$ cat src/rtl/prf_wb_buffer.sv
`default_nettype none
// ============================================================================
//  Module      : prf_wb_buffer
//  Description : Writeback queue for one write requestor. Holds functional
//                unit results in FIFO order while the prf write port is
//                unavailable and presents the oldest entry to the prf.
//                Upstream stalls only when the queue is full.
//  Revision    : 1.0 - initial release
// ============================================================================
module prf_wb_buffer #(
  parameter int DEPTH           = 4,
  parameter int LOG_DEPTH       = 2,
  parameter int LOG_PR_COUNT    = 7,
  parameter int LOG_ROB_ENTRIES = 7
) (
  input  logic                       CLK,
  input  logic                       RST,
  input  logic                       flush,
  input  logic                       in_valid,
  input  logic [31:0]                in_data,
  input  logic [LOG_PR_COUNT-1:0]    in_PR,
  input  logic [LOG_ROB_ENTRIES-1:0] in_ROB_index,
  output logic                       in_ready,
  output logic                       WB_valid,
  output logic [31:0]                WB_data,
  output logic [LOG_PR_COUNT-1:0]    WB_PR,
  output logic [LOG_ROB_ENTRIES-1:0] WB_ROB_index,
  input  logic                       WB_ready,
  output logic [LOG_DEPTH:0]         occupancy
);

  // Pointer increment; pointers carry one extra wrap bit above the index.
  localparam logic [LOG_DEPTH:0] c_PTR_ONE = {{LOG_DEPTH{1'b0}}, 1'b1};

  logic [LOG_DEPTH:0]         r_rd_ptr;
  logic [LOG_DEPTH:0]         r_wr_ptr;

  logic [31:0]                r_data_mem [DEPTH];
  logic [LOG_PR_COUNT-1:0]    r_pr_mem   [DEPTH];
  logic [LOG_ROB_ENTRIES-1:0] r_rob_mem  [DEPTH];

  logic [LOG_DEPTH-1:0]       w_rd_idx;
  logic [LOG_DEPTH-1:0]       w_wr_idx;
  logic                       w_empty;
  logic                       w_full;
  logic                       w_push;
  logic                       w_pop;
  logic                       w_store;

  assign w_rd_idx = r_rd_ptr[LOG_DEPTH-1:0];
  assign w_wr_idx = r_wr_ptr[LOG_DEPTH-1:0];

  // Equal pointers mean empty; same slot with opposite wrap bits means full.
  assign w_empty  = (r_rd_ptr == r_wr_ptr);
  assign w_full   = (r_rd_ptr[LOG_DEPTH-1:0] == r_wr_ptr[LOG_DEPTH-1:0]) &&
                    (r_rd_ptr[LOG_DEPTH] != r_wr_ptr[LOG_DEPTH]);

  // Ready depends on registered state only, so the prf handshake never
  // feeds back combinationally into the functional unit pipeline.
  assign in_ready = !w_full;
  assign WB_valid = !w_empty;

  assign w_push   = in_valid & !w_full;
  assign w_pop    = !w_empty & WB_ready;

  // A push that coincides with flush or reset is dropped, so skip the write.
  assign w_store  = w_push & !flush & !RST;

  assign occupancy = r_wr_ptr - r_rd_ptr;

  // Pointer update: reset beats flush, flush beats push/pop.
  always_ff @(posedge CLK) begin
    if (RST) begin
      r_rd_ptr <= '0;
      r_wr_ptr <= '0;
    end else if (flush) begin
      r_rd_ptr <= '0;
      r_wr_ptr <= '0;
    end else begin
      if (w_push) begin
        r_wr_ptr <= r_wr_ptr + c_PTR_ONE;
      end
      if (w_pop) begin
        r_rd_ptr <= r_rd_ptr + c_PTR_ONE;
      end
    end
  end

  // Entry storage; contents need no reset since the pointers gate visibility.
  always_ff @(posedge CLK) begin
    if (w_store) begin
      r_data_mem[w_wr_idx] <= in_data;
      r_pr_mem[w_wr_idx]   <= in_PR;
      r_rob_mem[w_wr_idx]  <= in_ROB_index;
    end
  end

  // Head presentation; forced to zero when empty so the prf never sees X.
  always_comb begin
    WB_data      = '0;
    WB_PR        = '0;
    WB_ROB_index = '0;
    if (!w_empty) begin
      WB_data      = r_data_mem[w_rd_idx];
      WB_PR        = r_pr_mem[w_rd_idx];
      WB_ROB_index = r_rob_mem[w_rd_idx];
    end
  end

endmodule
`default_nettype wire

$ cat config.mk
export PLATFORM = sky130hd
export DESIGN_NAME = prf_wb_buffer
export DESIGN_NICKNAME = d
export VERILOG_FILES = /design/src/rtl/prf_wb_buffer.sv
export SDC_FILE = /design/constraint.sdc
export NUM_CORES = 1
export LEC_CHECK = 0
export CORE_AREA = 3 3 134 136
export DETAILED_ROUTE_END_ITERATION = 7
export DIE_AREA = 0 0 137 139
export PLACE_DENSITY_LB_ADDON = 0.25
export SLEW_MARGIN = 20
export SYNTH_ARGS = -nofsm -noshare
export SYNTH_HDL_FRONTEND = slang
export SYNTH_SLANG_ARGS = --single-unit
$ cat constraint.sdc
create_clock -name CLK -period 6.6 [get_ports CLK]
set_input_delay 1.32 -clock CLK [delete_from_list [all_inputs] [get_ports CLK]]
set_output_delay 1.32 -clock CLK [all_outputs]
set_load 0.02 [all_outputs]
-- Yosys cells after proc, flatten, opt, wreduce, memory -nomap -nowiden
Memories as Yosys holds them, arrays and structs flattened. A register that Yosys moved wholly into a read port is not among the register bits.
Cells that the tools add are included.
- add/subtract/negate cells: 3
- multipliers: 0
- div/mod/pow operators: 0
- magnitude comparators: 0
- eq/ne operators: 3
- shift operators: 0
- multiplexer cells: 11
- bitwise operators: 4
- reduce and logical (&&, ||, !) cells: 6
- operator list (operator ; number):
    2-to-1 mux 32 bit ; 1
    2-to-1 mux 7 bit ; 2
    2-to-1 mux 2 bit ; 6
    adder 3 x 1 -> 3 bit, second input constant ; 2
    AND 1 bit ; 4
    logical NOT 1 bit ; 4
    == test 3 bit ; 1
    subtractor 3 bit ; 1
    == test 2 bit ; 1
    2-to-1 mux 1 bit ; 2
    OR reduction 2 bit ; 1
    logical AND 1 bit ; 1
    inequality test 1 bit ; 1
- bits in registers: 6
- bits in latches: 0
- bits in writable memories: 184
- ROM bits: 0
- bits of input ports: 51
- memories: 3
- memories (memory ; words ; bits a word ; read ports ; clocked after memory_dff ; wr ports ; RTL line ; source):
    r_data_mem ; 4 ; 32 ; 1 ; 1 ; 1 ; 38 ; logic [31:0] r_data_mem [DEPTH];
    r_pr_mem ; 4 ; 7 ; 1 ; 1 ; 1 ; 39 ; logic [LOG_PR_COUNT-1:0] r_pr_mem [DEPTH];
    r_rob_mem ; 4 ; 7 ; 1 ; 1 ; 1 ; 40 ; logic [LOG_ROB_ENTRIES-1:0] r_rob_mem [DEPTH];

-- Depth between registers and ports, before layout
Gate-level depths: netlist of run 1.
- depth in word-level cells: 8
- mapped depth: 7
- gate-level depth less buffers: 5

-- Worst setup path after synthesis of run 1
OpenSTA, ideal clock, no wires.
- kind: input to register
- from: input in_valid
- to: memory r_data_mem[0][0], enable pin
- setup time: 408 ps
- arrival: 2878 ps
- data required time: 6192 ps
- setup slack: 3314 ps
- stages on the path: 3
- path through: inv_1 a21oi_1 and3_1
- longest elaborated chain between the ends: 5
- ends and longest elaborated chain (what ; RTL line ; source):
    start: declaration ; 19 ; input logic in_valid,
    AND 1 bit ; 63 ; assign w_push = in_valid & !w_full;
    AND 1 bit (2 in a row) ; 67 ; assign w_store = w_push & !flush & !RST;
    2-to-1 mux 1 bit ; 91 ; if (w_store) begin
    2-to-1 mux 1 bit (not written as such) ; 92 ; r_data_mem[w_wr_idx] <= in_data;
    end: declaration ; 38 ;
Every way passes these cells.

-- Worst setup path after layout of run 1
- from: register r_wr_ptr[0]
- to: output WB_ROB_index[1]
- longest elaborated chain between the ends: 2
- ends and longest elaborated chain (what ; RTL line ; source):
    start: declaration ; 36 ; logic [LOG_DEPTH:0] r_wr_ptr;
    start signal: assignment ; 81 ; r_wr_ptr <= r_wr_ptr + c_PTR_ONE;
    == test 3 bit ; 54 ; assign w_empty = (r_rd_ptr == r_wr_ptr);
    2-to-1 mux 7 bit ; 103 ; if (!w_empty) begin
    end: declaration ; 27 ; output logic [LOG_ROB_ENTRIES-1:0] WB_ROB_index,
Every way passes these cells.

==> results.sh, run 1 <==
export IMPL_run_status="complete, no violations"
export IMPL_wl_per_cell_um=19.6
export IMPL_cts_root_buf="clkbuf_16"
export IMPL_fin_skew_ns=0.00696
export IMPL_start_util_pct=44.3
export IMPL_crit_fanout=28
export IMPL_drtIter0Drc=233
export IMPL_fin_ws_ns=2.17
export IMPL_synth_warning_count=0
export IMPL_instances_no_fill=703
export IMPL_finalSetupViolations=0
export IMPL_synth_net_count=414
export IMPL_hold_buffers=0
export IMPL_overflow=0
export IMPL_yosysMostFrequentCell="edfxtp_1"
export IMPL_rsz0062_at_grt="false"
export IMPL_ys_types=28
export IMPL_routed_wl_um=13800
export IMPL_critPathBufInv=3
export IMPL_core_sq_um=17100
export IMPL_min_period_ns=4.43
export IMPL_crit_type="reg2out"
export IMPL_cts_inserted_buffers=17
export IMPL_cpPeakStageDelay_ns=0.57
export IMPL_grt_first_pass_wirelength_um=21700
export IMPL_synth_area_leader_cell="edfxtp_1"
export IMPL_hpwl_um=8420
export IMPL_layout_drive_gt1_share_pct=19.9
export IMPL_routed_via_density=5.17
export IMPL_place_inst=671
export IMPL_insertedDiodeCount=0
export IMPL_h_tree_depth=4
export IMPL_critPathRequiredTime_ns=5.28
export IMPL_timing_fmax_ghz=0.226
export IMPL_start_kind="register"
export IMPL_ys_seq_area_share_pct=75.2
export IMPL_hold_class="reg2reg"
export IMPL_whs_ns=0.518
export IMPL_fp_dieH_um=139
export IMPL_max_cap_violations=0
export IMPL_crit_path_top_delay_cell="clkdlybuf4s50_1"
export IMPL_slew_headroom_pct=35.3
export IMPL_clkSinkCount=192
export IMPL_cp_data_arrival_time_ns=3.11
export IMPL_port_buffers=101
export IMPL_dieWidth_um=137
export IMPL_synth_seq_cells=192
export IMPL_power_density_nw_per_um2=268
export IMPL_drc=0
export IMPL_netlist_area_leader_share_pct=73.1
export IMPL_io_pins=102
export IMPL_grt_total_usage_pct=15.5
export IMPL_antenna_found_initial=1
export IMPL_syn_to_final_growth_pct=23.9
export IMPL_grt_max_degree=47
export IMPL_post_place_ws_ns=2.52
export IMPL_dieArea_sq_um=19000
export IMPL_fin_crit_sh_pct=67.1
export IMPL_gp_congestion=0.724
export IMPL_fin_nets=524
export IMPL_hold_viol=0
export IMPL_critical_path_top_delay_family="buffers and inverters"
export IMPL_async_flop_share_pct=0
export IMPL_cts_resized=0
export IMPL_drt_first_pass_iters=4
export IMPL_p_leak_nw=2.94
export IMPL_ys_flop_type="edfxtp_1"
export IMPL_cts_tree="built"
export IMPL_postLayoutCoreUtil_pct=54.9
export IMPL_antenna_left=0
export IMPL_post_cts_buffers=0
export IMPL_synth_area_sq_um=7560
export IMPL_synthTopCellsByCount="edfxtp_1, mux4_2, nor2b_1"
export IMPL_synth_area_top_cells="edfxtp_1, mux4_2, nor2b_1, dfxtp_1, ha_1"
export IMPL_setup_tns_ns=0
export IMPL_worstSkewPairLatency_ns=0.43
export IMPL_synth_edf_count=184
export IMPL_fp_row_count=48
export IMPL_tightest_slew_ns=0.970
export IMPL_clkSlewWorstSetupHoldPaths_ns=0.06
export IMPL_avgSynthCellArea_sq_um=21.3
export IMPL_final_max_slew_viol_count=0
export IMPL_first_global_vias=3944
export IMPL_clockBufferDepth=2
export IMPL_vdd_drop_max_mv=0.180
export IMPL_cp_end_kind="output port"
export IMPL_syn_inst=355
export IMPL_fill_cells=1339
export IMPL_vias=3634
export IMPL_crit_chain="inv_1 > ha_1 > nand2_1 > nor2_4 > buf_4 > nor2b_1 > clkdlybuf4s50_1"
## placed cells by master (no fill, tap or decap)
master,Yosys,routed
edfxtp_1,184,184
clkdlybuf4s50_1,0,101
mux4_2,46,46
nor2b_1,42,42
clkbuf_16,0,17
inv_1,11,11
nand2_1,9,9
ha_1,7,7
buf_4,0,6
dfxtp_1,8,6
mux2i_1,5,5
nor2b_4,4,4
and3_2,0,4
clkinvlp_4,0,4
clkinv_4,0,4
a21oi_1,2,2
xnor2_1,2,2
nand3_1,2,2
nand4_1,2,2
o211ai_1,2,2
bufinv_16,0,2
inv_6,0,2
xor2_1,1,1
nor2_4,0,1
and2_1,1,1
nor2_1,2,1
or3_1,1,1
o311ai_2,1,1
and2b_1,1,1
o2111ai_1,1,1
fa_1,1,1
dfxtp_4,0,1
dfxtp_2,0,1
inv_8,0,1
clkinv_2,0,1
clkbuf_1,2,1
## final cells by class
class | count | area [sq um] | share of cell area (%)
clock buffer | 18 | 429 | 4.58
multi-input combinational | 136 | 1710 | 18.2
inverter | 11 | 41.3 | 0.441
sequential | 192 | 5690 | 60.8
timing repair buffer | 107 | 1060 | 11.3
tap | 225 | 282 | 3.01
clock inverter | 14 | 159 | 1.70
## state kept, by name, summed over array words and instances (netlist names), named ones only
name,flops
r_data_mem,128
r_pr_mem,28
r_rd_ptr,3
r_rob_mem,28
r_wr_ptr,3
## power breakdown
group | leakage, nW | internal [mW] | switching (mW)
Combinational | 0.939 | 0.0773 | 0.0734
Sequential | 1.73 | 1.35 | 0.00695
Clock | 0.275 | 0.564 | 0.440
## worst paths after layout
path,cells after the start,startpoint,slack [ns],endpoint
setup / recovery,7,r_wr_ptr[0],2.17,WB_ROB_index[1]
setup reg to reg,6,r_wr_ptr[0],3.63,r_data_mem[3][8]
hold / removal,2,r_wr_ptr[0],0.52,r_wr_ptr[0]
hold reg to reg,2,r_wr_ptr[0],0.52,r_wr_ptr[0]
## metrics by stage
step | power [mW] | area [sq um]
final | 2.51 | 9370
after global routing | 2.59 | 9370
after CTS | 2.54 | 9370
after detailed placement | 1.53 | 8780
after global placement | 1.53 | 8780
after floorplan | 1.45 | 7560
## cells by family after synthesis
kind of cell	Yosys count	synth area share (%)
DFF	192	75.2
and+or+nand+nor	68	5.64
muxes	51	14.4
buffers and inverters	27	2.33
adders and majority gates	8	1.42
AOI/OAI and AO/OA	6	0.662
xor gates and xnor gates	3	0.348
## layer usage
layer | track usage, % | share of wire, % | vias to the layer above
li1 | - | - | 1632
met1 | 19.7 | 43 | 1884
met2 | 25.0 | 50 | 91
met3 | 4.39 | 4.7 | 25
met4 | 6.30 | 1.9 | 2
met5 | 0 | 0.072 | -
## worst reg2reg max path, stage by stage (launching register included)
cell and delay [ns]:
dfxtp_1 0.38, inv_1 0.11, ha_1 0.31, and2_1 0.22, a21oi_1 0.45, and3_2 0.65, buf_4 0.49
Power figures use the tool's default switching activity.
==> run 2, diff against run 1 <==
- clock period: 6.6 -> 4.4 ns (I/O delays scaled with it)
==> run 2 against run 1 <==
Effect of this change:
- sequential cell count stayed put
- power rose by 43%
- routed wire length shrank 0.67%
- critical path depth is the same
- sequential power up 50%
- non-clock buffer count up 3
- via count shrank 0.14%
- highest routed layer unchanged
- clock skew barely moved
==> results.sh, run 2 (synthesis results as in run 1) <==
export IMPL_power_density_nw_per_um2=381
export IMPL_regMostFlops="r_data_mem"
export IMPL_grt_max_degree=30
export IMPL_vdd_drop_max_mv=0.261
export IMPL_reg2reg_slack_ns=1.68
export IMPL_slew_headroom_pct=61.3
export IMPL_cts_inserted_buffers=17
export IMPL_fin_crit_sh_pct=82.6
export IMPL_r2r_end="r_data_mem[1][8]"
export IMPL_clockBufferDepth=2
export IMPL_grt_first_pass_wirelength_um=21900
export IMPL_dieWidth_um=137
export IMPL_routed_wl_um=13700
export IMPL_gp_congestion=0.725
export IMPL_multi_input_area_sq_um=1710
export IMPL_antenna_left=0
export IMPL_rsz0062_at_grt="false"
export IMPL_syn_to_final_growth_pct=24.1
export IMPL_layout_drive_gt1_share_pct=19.5
export IMPL_clkSinkCount=192
export IMPL_area_sequential_sq_um=5690
export IMPL_hold_buffers=0
export IMPL_fp_dieH_um=139
export IMPL_grt_busiest_layer="met2"
export IMPL_drtIter0Drc=148
export IMPL_drt_first_pass_iters=4
export IMPL_fin_skew_ns=0.00672
export IMPL_cts_root_buf="clkbuf_16"
export IMPL_final_max_slew_viol_count=0
export IMPL_io_pins=102
export IMPL_port_buffers=101
export IMPL_insertedDiodeCount=0
export IMPL_h_tree_depth=4
export IMPL_holdCritStartpoint="r_wr_ptr[0]"
export IMPL_vias=3629
export IMPL_use_met1_pct=19.5
export IMPL_reg2reg_from="r_wr_ptr[0]"
export IMPL_timing_fmax_ghz=0.275
export IMPL_crit_type="reg2out"
export IMPL_whs_endpoint="r_wr_ptr[0]"
export IMPL_finalPower_mw=3.57
export IMPL_start_util_pct=44.3
export IMPL_hpwl_um=8380
export IMPL_fin_nets=527
export IMPL_grt_total_usage_pct=15.5
export IMPL_r2r_cells=6
export IMPL_first_global_vias=3989
export IMPL_start_kind="register"
export IMPL_dieArea_sq_um=19000
export IMPL_place_inst=674
export IMPL_cts_resized=0
export IMPL_internal_power_mw=2.85
export IMPL_cp_data_arrival_time_ns=2.75
export IMPL_fill_cells=1325
export IMPL_core_sq_um=17100
export IMPL_swShare_pct=20.3
export IMPL_cts_tree="built"
export IMPL_routed_via_density=5.14
export IMPL_antenna_found_initial=1
export IMPL_p_leak_nw=2.95
export IMPL_met2_usage_pct=25.4
export IMPL_crit_fanout=21
export IMPL_overflow=0
export IMPL_fp_row_count=48
export IMPL_layout_common_cells="edfxtp_1, clkdlybuf4s50_1, mux4_2"
export IMPL_critPathRequiredTime_ns=3.52
export IMPL_p_switching_mw=0.724
export IMPL_hold_viol=0
export IMPL_comb_power_share_pct=6.5
export IMPL_tightest_slew_ns=0.581
export IMPL_min_period_ns=3.63
export IMPL_setup_tns_ns=0
export IMPL_power_frac_seq_pct=56.7
export IMPL_use_met3_pct=4.83
export IMPL_finalSetupViolations=0
export IMPL_min_path_cells=2
export IMPL_run_status="complete, no violations"
export IMPL_hold_class="reg2reg"
export IMPL_wl_per_cell_um=19.4
export IMPL_instances_no_fill=706
export IMPL_max_cap_violations=0
export IMPL_cp_end_kind="output port"
export IMPL_clkSlewWorstSetupHoldPaths_ns=0.06
export IMPL_worstSkewPairLatency_ns=0.42
export IMPL_layout_commonest_cell="edfxtp_1"
export IMPL_largest_register_ffs=128
export IMPL_reg_largest_list="r_data_mem x128, r_pr_mem x28, r_rob_mem x28"
export IMPL_post_cts_buffers=0
export IMPL_clkPwrFrac_pct=36.8
export IMPL_drc=0
-- run 2: cell count changes in the layout (fill, tap and decap cells not counted) --
cell and delta:
clkbuf_1 +1, clkinv_4 -2, clkinv_2 +5, clkinv_1 +3, inv_6 -2, inv_8 -1, buf_4 -3, buf_12 +6
clkinvlp_4 -2, bufinv_16 -2
-- run 2: cell type report --
| type | count | area share (%) |
|---|---|---|
| timing repair buffer | 110 | 12.3 |
| multi-input combinational | 136 | 18.2 |
| tap | 225 | 3.00 |
| clock inverter | 13 | 0.787 |
| inverter | 11 | 0.440 |
| clock buffer | 19 | 4.61 |
| sequential | 192 | 60.6 |
-- run 2: worst max-delay path by stage --
stage | from | to | slack [ns] | cells past startpoint
after floorplan | r_wr_ptr[0] | r_data_mem[0][0] | 1.50 | 5
after global placement | register | WB_ROB_index[1] | 1.24 | 4
after detailed placement | r_wr_ptr[0] | WB_ROB_index[0] | 1.17 | 7
after CTS | r_wr_ptr[0] | WB_ROB_index[0] | 0.70 | 7
after global routing | r_wr_ptr[0] | WB_ROB_index[0] | 0.52 | 7
final | r_wr_ptr[0] | WB_ROB_index[0] | 0.77 | 7
-- run 2: layer usage --
| metal | wire length (um) | vias up | part of all wire, % |
|---|---|---|---|
| li1 | - | 1639 | - |
| met1 | 5740 | 1873 | 42 |
| met2 | 6860 | 96 | 50 |
| met3 | 863 | 19 | 6.3 |
| met4 | 225 | 2 | 1.6 |
| met5 | 10 | - | 0.073 |
-- run 2: metrics by stage --
stage	hold WS [ns]	worst slack [ns]	util (%)	area [sq um]
2_1_floorplan	0.469	1.50	-	7560
3_3_place_gp	0.481	1.24	52.0	8880
3_5_place_dp	0.503	1.17	52.0	8880
4_1_cts	0.512	0.703	55.0	9380
5_1_grt	0.547	0.520	55.0	9380
6_report	0.509	0.766	55.0	9380
-- run 2: power by group through the flow --
stage	sequential, mW	clock [mW]	combinational, mW
CTS	2.03	1.34	0.235
global placement	2.07	0	0.230
finish	2.03	1.31	0.231
detailed placement	2.07	0	0.234
global route	2.03	1.42	0.250
floorplan	2.06	0	0.111
-- run 2: worst max-delay path: stages (launching register included) --
cell and delay [ns]:
dfxtp_1 0.38, inv_1 0.11, ha_1 0.32, nand2_1 0.11, nor2_4 0.37, buf_4 0.38
nor2b_1 0.10, clkdlybuf4s50_1 0.54
==> run 3, diff against run 2 <==
- clock period: 4.4 -> 3.13 ns (I/O delays scaled with it)
==> run 3 against run 2 <==
Effect of this change:
- register-to-register slack got worse by 1.1 ns
- global-route usage is 0.21 points higher
- count of clock-buffer cells in the layout shrank 2
- clock skew fell by 0.0021 ns
- first-iteration DRC count increased by 13%
- non-clock buffer count is 9 higher
- highest routed layer unchanged
- core utilization increased by 1.4 points
- routed wire length up 2.7%
==> results.sh, run 3 (synthesis results as in run 1) <==
export IMPL_regMostFlops="r_data_mem"
export IMPL_min_period_ns=3.00
export IMPL_setup_tns_ns=0
export IMPL_vias=3660
export IMPL_overflow=0
export IMPL_hold_viol=0
export IMPL_clkSinkCount=192
export IMPL_finalSetupViolations=0
export IMPL_gp_congestion=0.704
export IMPL_drtIter0Drc=167
export IMPL_layout_commonest_cell="edfxtp_1"
export IMPL_finalPower_mw=5.23
export IMPL_grt_first_pass_wirelength_um=22100
export IMPL_cp_end_kind="output port"
export IMPL_critPathRequiredTime_ns=2.50
export IMPL_grt_total_usage_pct=15.7
export IMPL_fin_skew_ns=0.00462
export IMPL_routed_wl_um=14100
export IMPL_cts_inserted_buffers=17
export IMPL_cpPeakStageDelay_ns=0.61
export IMPL_io_pins=102
export IMPL_crit_fanout=22
export IMPL_antenna_left=0
export IMPL_area_sequential_sq_um=5690
export IMPL_run_status="complete, no violations"
export IMPL_whs_ns=0.533
export IMPL_max_cap_violations=0
export IMPL_layout_drive_gt1_share_pct=22.0
export IMPL_p_leak_nw=3.57
export IMPL_rsz0062_at_grt="true"
export IMPL_clockBufferDepth=2
export IMPL_core_sq_um=17100
export IMPL_first_global_vias=4036
export IMPL_routed_via_density=5.11
export IMPL_antenna_found_initial=3
export IMPL_fill_cells=1315
export IMPL_crit_chain="inv_1 > ha_1 > nand2_1 > nor2_4 > buf_8 > nor2b_1 > clkdlybuf4s50_1"
export IMPL_place_inst=682
export IMPL_hold_buffers=0
export IMPL_reg2reg_slack_ns=0.62
export IMPL_power_density_nw_per_um2=544
export IMPL_fp_dieH_um=139
export IMPL_instances_no_fill=716
export IMPL_syn_to_final_growth_pct=27.2
export IMPL_postLayoutCoreUtil_pct=56.4
export IMPL_wl_per_cell_um=19.6
export IMPL_start_util_pct=44.3
export IMPL_crit_start="r_wr_ptr[0]"
export IMPL_drt_first_pass_iters=4
export IMPL_fin_nets=536
export IMPL_drc=0
export IMPL_clkSlewWorstSetupHoldPaths_ns=0.06
export IMPL_cts_tree="built"
export IMPL_h_tree_depth=4
export IMPL_cp_data_arrival_time_ns=2.37
export IMPL_cts_root_buf="clkbuf_16"
export IMPL_holdCritStartpoint="r_wr_ptr[1]"
export IMPL_dieArea_sq_um=19000
export IMPL_final_max_slew_viol_count=0
export IMPL_grt_max_degree=29
export IMPL_crit_path_top_delay_cell="clkdlybuf4s50_1"
export IMPL_slew_headroom_pct=69.6
export IMPL_dieWidth_um=137
export IMPL_tightest_slew_ns=0.456
export IMPL_crit_type="reg2out"
export IMPL_vdd_drop_max_mv=0.357
export IMPL_worstSkewPairLatency_ns=0.42
export IMPL_timing_fmax_ghz=0.334
export IMPL_multi_input_area_sq_um=1710
export IMPL_hold_class="reg2reg"
export IMPL_port_buffers=101
export IMPL_fin_crit_sh_pct=95.7
export IMPL_reg_largest_list="r_data_mem x128, r_pr_mem x28, r_rob_mem x28"
export IMPL_largest_register_ffs=128
export IMPL_start_kind="register"
export IMPL_reg2reg_from="r_wr_ptr[0]"
export IMPL_layout_common_cells="edfxtp_1, clkdlybuf4s50_1, mux4_2"
export IMPL_fp_row_count=48
export IMPL_hpwl_um=8740
==> run 3: cell count changes in the layout (fill, tap and decap cells not counted), sizes merged <==
cell           change
clkdlybuf4s50     -42
dlymetal6s2s      +28
dlygate4sd2       +14
buf                +9
clkinv             -4
clkinvlp           +3
bufinv             +2
clkbuf             -2
diode              +1
inv                +1
==> run 3: per-stage QoR <==
stage | worst slack, ns | area [sq um]
floorplan | 0.230 | 7560
global placement | 0.455 | 8950
detailed placement | 0.416 | 8950
CTS | 0.00306 | 9520
global route | -0.000921 | 9610
finish | 0.134 | 9610
==> run 3: area by class of cell <==
cell class | count | area share (%)
Inverter | 11 | 0.429
Tap cell | 225 | 2.93
Antenna cell | 1 | 0.0260
Timing Repair Buffer | 119 | 13.7
Multi-Input combinational cell | 136 | 17.8
Clock buffer | 17 | 4.42
Sequential cell | 192 | 59.2
Clock inverter | 15 | 1.51
==> run 3: critical path: cells and delay by family, from the launching register on <==
kind | cells | cell delay [ns]
flops | 1 | 0.39
buf+inv | 3 | 0.91
fa+ha+maj | 1 | 0.31
simple gates | 3 | 0.32
==> run 3: final timing paths <==
| check | to | cells after the start |
|---|---|---|
| setup / recovery | WB_data[22] | 7 |
| setup reg to reg | r_data_mem[0][28] | 6 |
| hold reg to reg | r_wr_ptr[1] | 2 |
| hold / removal | r_wr_ptr[1] | 2 |
==> run 3: report_power, final <==
group | leakage, nW | total (mW) | switching (mW) | internal (mW)
Clock | 0.271 | 2.06 | 0.887 | 1.17
Combinational | 1.58 | 0.330 | 0.163 | 0.167
Sequential | 1.73 | 2.85 | 0.00748 | 2.84
==> run 3: repair_timing <==
item | in CTS | in global routing
setup endpoints to repair | 16 | 33
pin swaps | 0 | 0
gates cloned | 0 | 0
setup buffers | 1 | 0
gates resized for setup | 14 | 33
==> run 3: metal layers <==
| layer | part of all wire [%] | track usage, % | wire length, um |
|---|---|---|---|
| met5 | 0.24 | 0 | 34 |
| met3 | 5.9 | 4.79 | 825 |
| met4 | 1.6 | 5.99 | 225 |
| met2 | 50 | 25.8 | 7080 |
| met1 | 42 | 19.6 | 5910 |
==> edit: new RTL, flow settings as in run 1 <==
Reset style: asynchronous (`RST`), changed in one clocked block.
--- a/src/rtl/prf_wb_buffer.sv
+++ b/src/rtl/prf_wb_buffer.sv
@@ -69,7 +69,7 @@
   assign occupancy = r_wr_ptr - r_rd_ptr;
 
   // Pointer update: reset beats flush, flush beats push/pop.
-  always_ff @(posedge CLK) begin
+  always_ff @(posedge CLK or posedge RST) begin
     if (RST) begin
       r_rd_ptr <= '0;
       r_wr_ptr <= '0;
Function: differs if RST is asserted again (counterexample within 4 cycles, from zero or initial values and one cycle with RST high); with RST held inactive, the same outputs for 4 cycles.
==> edit against run 1 <==
Sequential cell count decreased by 2; maximum frequency increased by 1.0%; worst setup slack improved by 0.044 ns; synthesized area decreased by 0.41%; wire length increased by 1.6%; global-route usage increased by 0.32 points; die area unchanged; hold slack improved by 0.098 ns; via count increased by 2.9%; cell area increased by 0.55%.
Power is not compared: it rests on default switching activity, and its combinational part moved more than twofold at a synthesized area within 25%.
==> edit: results (changes against run 1) <==
Worst setup path
  – Reg-to-Reg Start: r_wr_ptr[0]$_DFFE_PP0P_ (was r_wr_ptr[0]$_SDFFE_PP0P_)
  – CP startpoint: r_rd_ptr[2]$_DFFE_PP0P_ (was r_wr_ptr[0]$_SDFFE_PP0P_)
  – Worst Path Max Fanout: 27 (was 28)
  – Worst reg2reg endpoint: r_data_mem[3][19]$_DFFE_PP_ (was r_data_mem[3][8]$_DFFE_PP_)
  – Reg2reg setup slack: 3.78 ns (was 3.63 ns)
  – CP Capture Point: WB_ROB_index[0] (was WB_ROB_index[1])

Run status
  – Status: finished clean (unchanged)

Yosys
  – FFs w/ async S/R, synth: 0.0316 (was 0)
  – Distinct cell type count after synthesis: 29 (was 28)
  – Syn_nets: 419 (was 414)
  – Sequential-to-total area share from yosys stat: 0.754 (was 0.752)
  – Top cells by count, synth: edfxtp_1, nor2b_1, mux4_2, buf_2 (was edfxtp_1, mux4_2, nor2b_1, inv_1, nand2_1)
  – Top post-synthesis cells by area: edfxtp_1, mux4_2, nor2b_1 (unchanged)

Detailed routing
  – Met1 WL: 5.84 mm (was 5.93 mm)
  – Routed vias/inst: 5.29 (was 5.17)
  – Wire length on met3: 813 µm (was 651 µm)
  – Drt initial violations: 162 (was 233)
  – Routed WL per cell: 19.9 µm (was 19.6 µm)
  – Highest metal used: met4 (was met5)
  – Met2 Wirelength: 7.25 mm (was 6.95 mm)

Placed design
  – HPWL after detailed placement: 7.83 mm (was 8.42 mm)
  – DP Worst Slack: 2.34 ns (was 2.52 ns)
  – Placer's final routability congestion estimate: 0.731 (was 0.724)

Global routing
  – Gr usage total: 0.158 (was 0.155)
  – Grt met3 use: 0.0541 (was 0.0439)
  – First-pass GRT wire length: 22.0 mm (was 21.7 mm)
  – Vias in the first global route: 4067 (was 3944)
  – Met2 usage: 0.265 (was 0.250)
  – Initial antenna violation count: 0 (was 1)
  – Largest net degree at the start of global routing: 51 (was 47)
  – Grt met1 use: 0.192 (was 0.197)

Clock network
  – CTS H-Tree Depth: 4 (unchanged)
  – Max clock buf depth: 2 (unchanged)
  – # resized after CTS: 0 (unchanged)

Timing
  – Final worst setup slack: 2.21 ns (was 2.17 ns)
  – Worst clock skew: 0.00647 ns (was 0.00696 ns)
  – Hold slack: 0.616 ns (was 0.518 ns)
  – Least-Margin Pin Slew: 0.990 ns (was 0.970 ns)

Pwr
  – Pleak: 2.99 nW

Cells and area
  – Filler cells: 1315 (was 1339)
  – Layout cell share with drive strength beyond 1: 0.183 (was 0.199)
  – Largest registers: r_data_mem (128), r_pr_mem (28), r_rob_mem (28) (unchanged)
  – # nets final: 527 (was 524)

Min path
  – Hold_sp: r_wr_ptr[2]$_DFFE_PP0P_ (was r_wr_ptr[0]$_SDFFE_PP0P_)
  – Hold Path End: r_wr_ptr[2]$_DFFE_PP0P_ (was r_wr_ptr[0]$_SDFFE_PP0P_)
[edit: changes by cell type in the layout (fill, tap and decap cells not counted), sizes merged, moves of 3 or more]
| cell | before | now |
|---|---|---|
| inv | 14 | 7 |
| bufinv | 2 | 5 |
| a31oi | 0 | 5 |
| nand2 | 9 | 4 |
| mux2i | 5 | 0 |
| dfxtp | 8 | 0 |
| nand4b | 0 | 4 |
| dfrtp | 0 | 6 |
[edit: layout make-up]
type                            instances  area [µm²]  area share
Clock inverter                         13         195      0.0207
Clock buffer                           19         433      0.0460
Sequential cell                       190        5680       0.603
Inverter                                7        26.3     0.00279
Timing Repair Buffer                  108        1080       0.114
Multi-Input combinational cell        144        1730       0.183
Tap cell                              225         282      0.0299
[edit: cell families (layout without fill, tap and decap cells)]
| group | after synthesis | after routing | synth area share |
|---|---|---|---|
| buffers and inverters | 26 | 147 | 0.0176 |
| flip-flops | 190 | 190 | 0.754 |
| AO/OA/AOI/OAI | 8 | 8 | 0.00731 |
| XOR/XNOR | 2 | 2 | 0.00233 |
| multiplexers | 47 | 47 | 0.139 |
| AND/OR/NAND/NOR | 79 | 79 | 0.0653 |
| adder cells (fa/ha/maj) | 8 | 8 | 0.0143 |
[edit: metrics by stage]
step / std cells / area (µm²)
final: 706 / 9420
after global routing: 706 / 9420
after CTS: 705 / 9400
after floorplan: 360 / 7530
after detailed placement: 673 / 8770
after global placement: 673 / 8770
[edit: worst max-delay path, stage by stage, from the launching register on]
cell and delay, ns:
dfrtp_1 0.41, xnor2_1 0.66, and3_2 0.65, buf_12 0.25
nor2b_1 0.10, clkdlybuf4s50_1 0.55
[edit: where the power goes]
group          total (mW)  internal, mW  switching (mW)
combinational        1.99         0.934            1.05
sequential           1.42          1.39          0.0212
clock                1.07         0.667           0.406
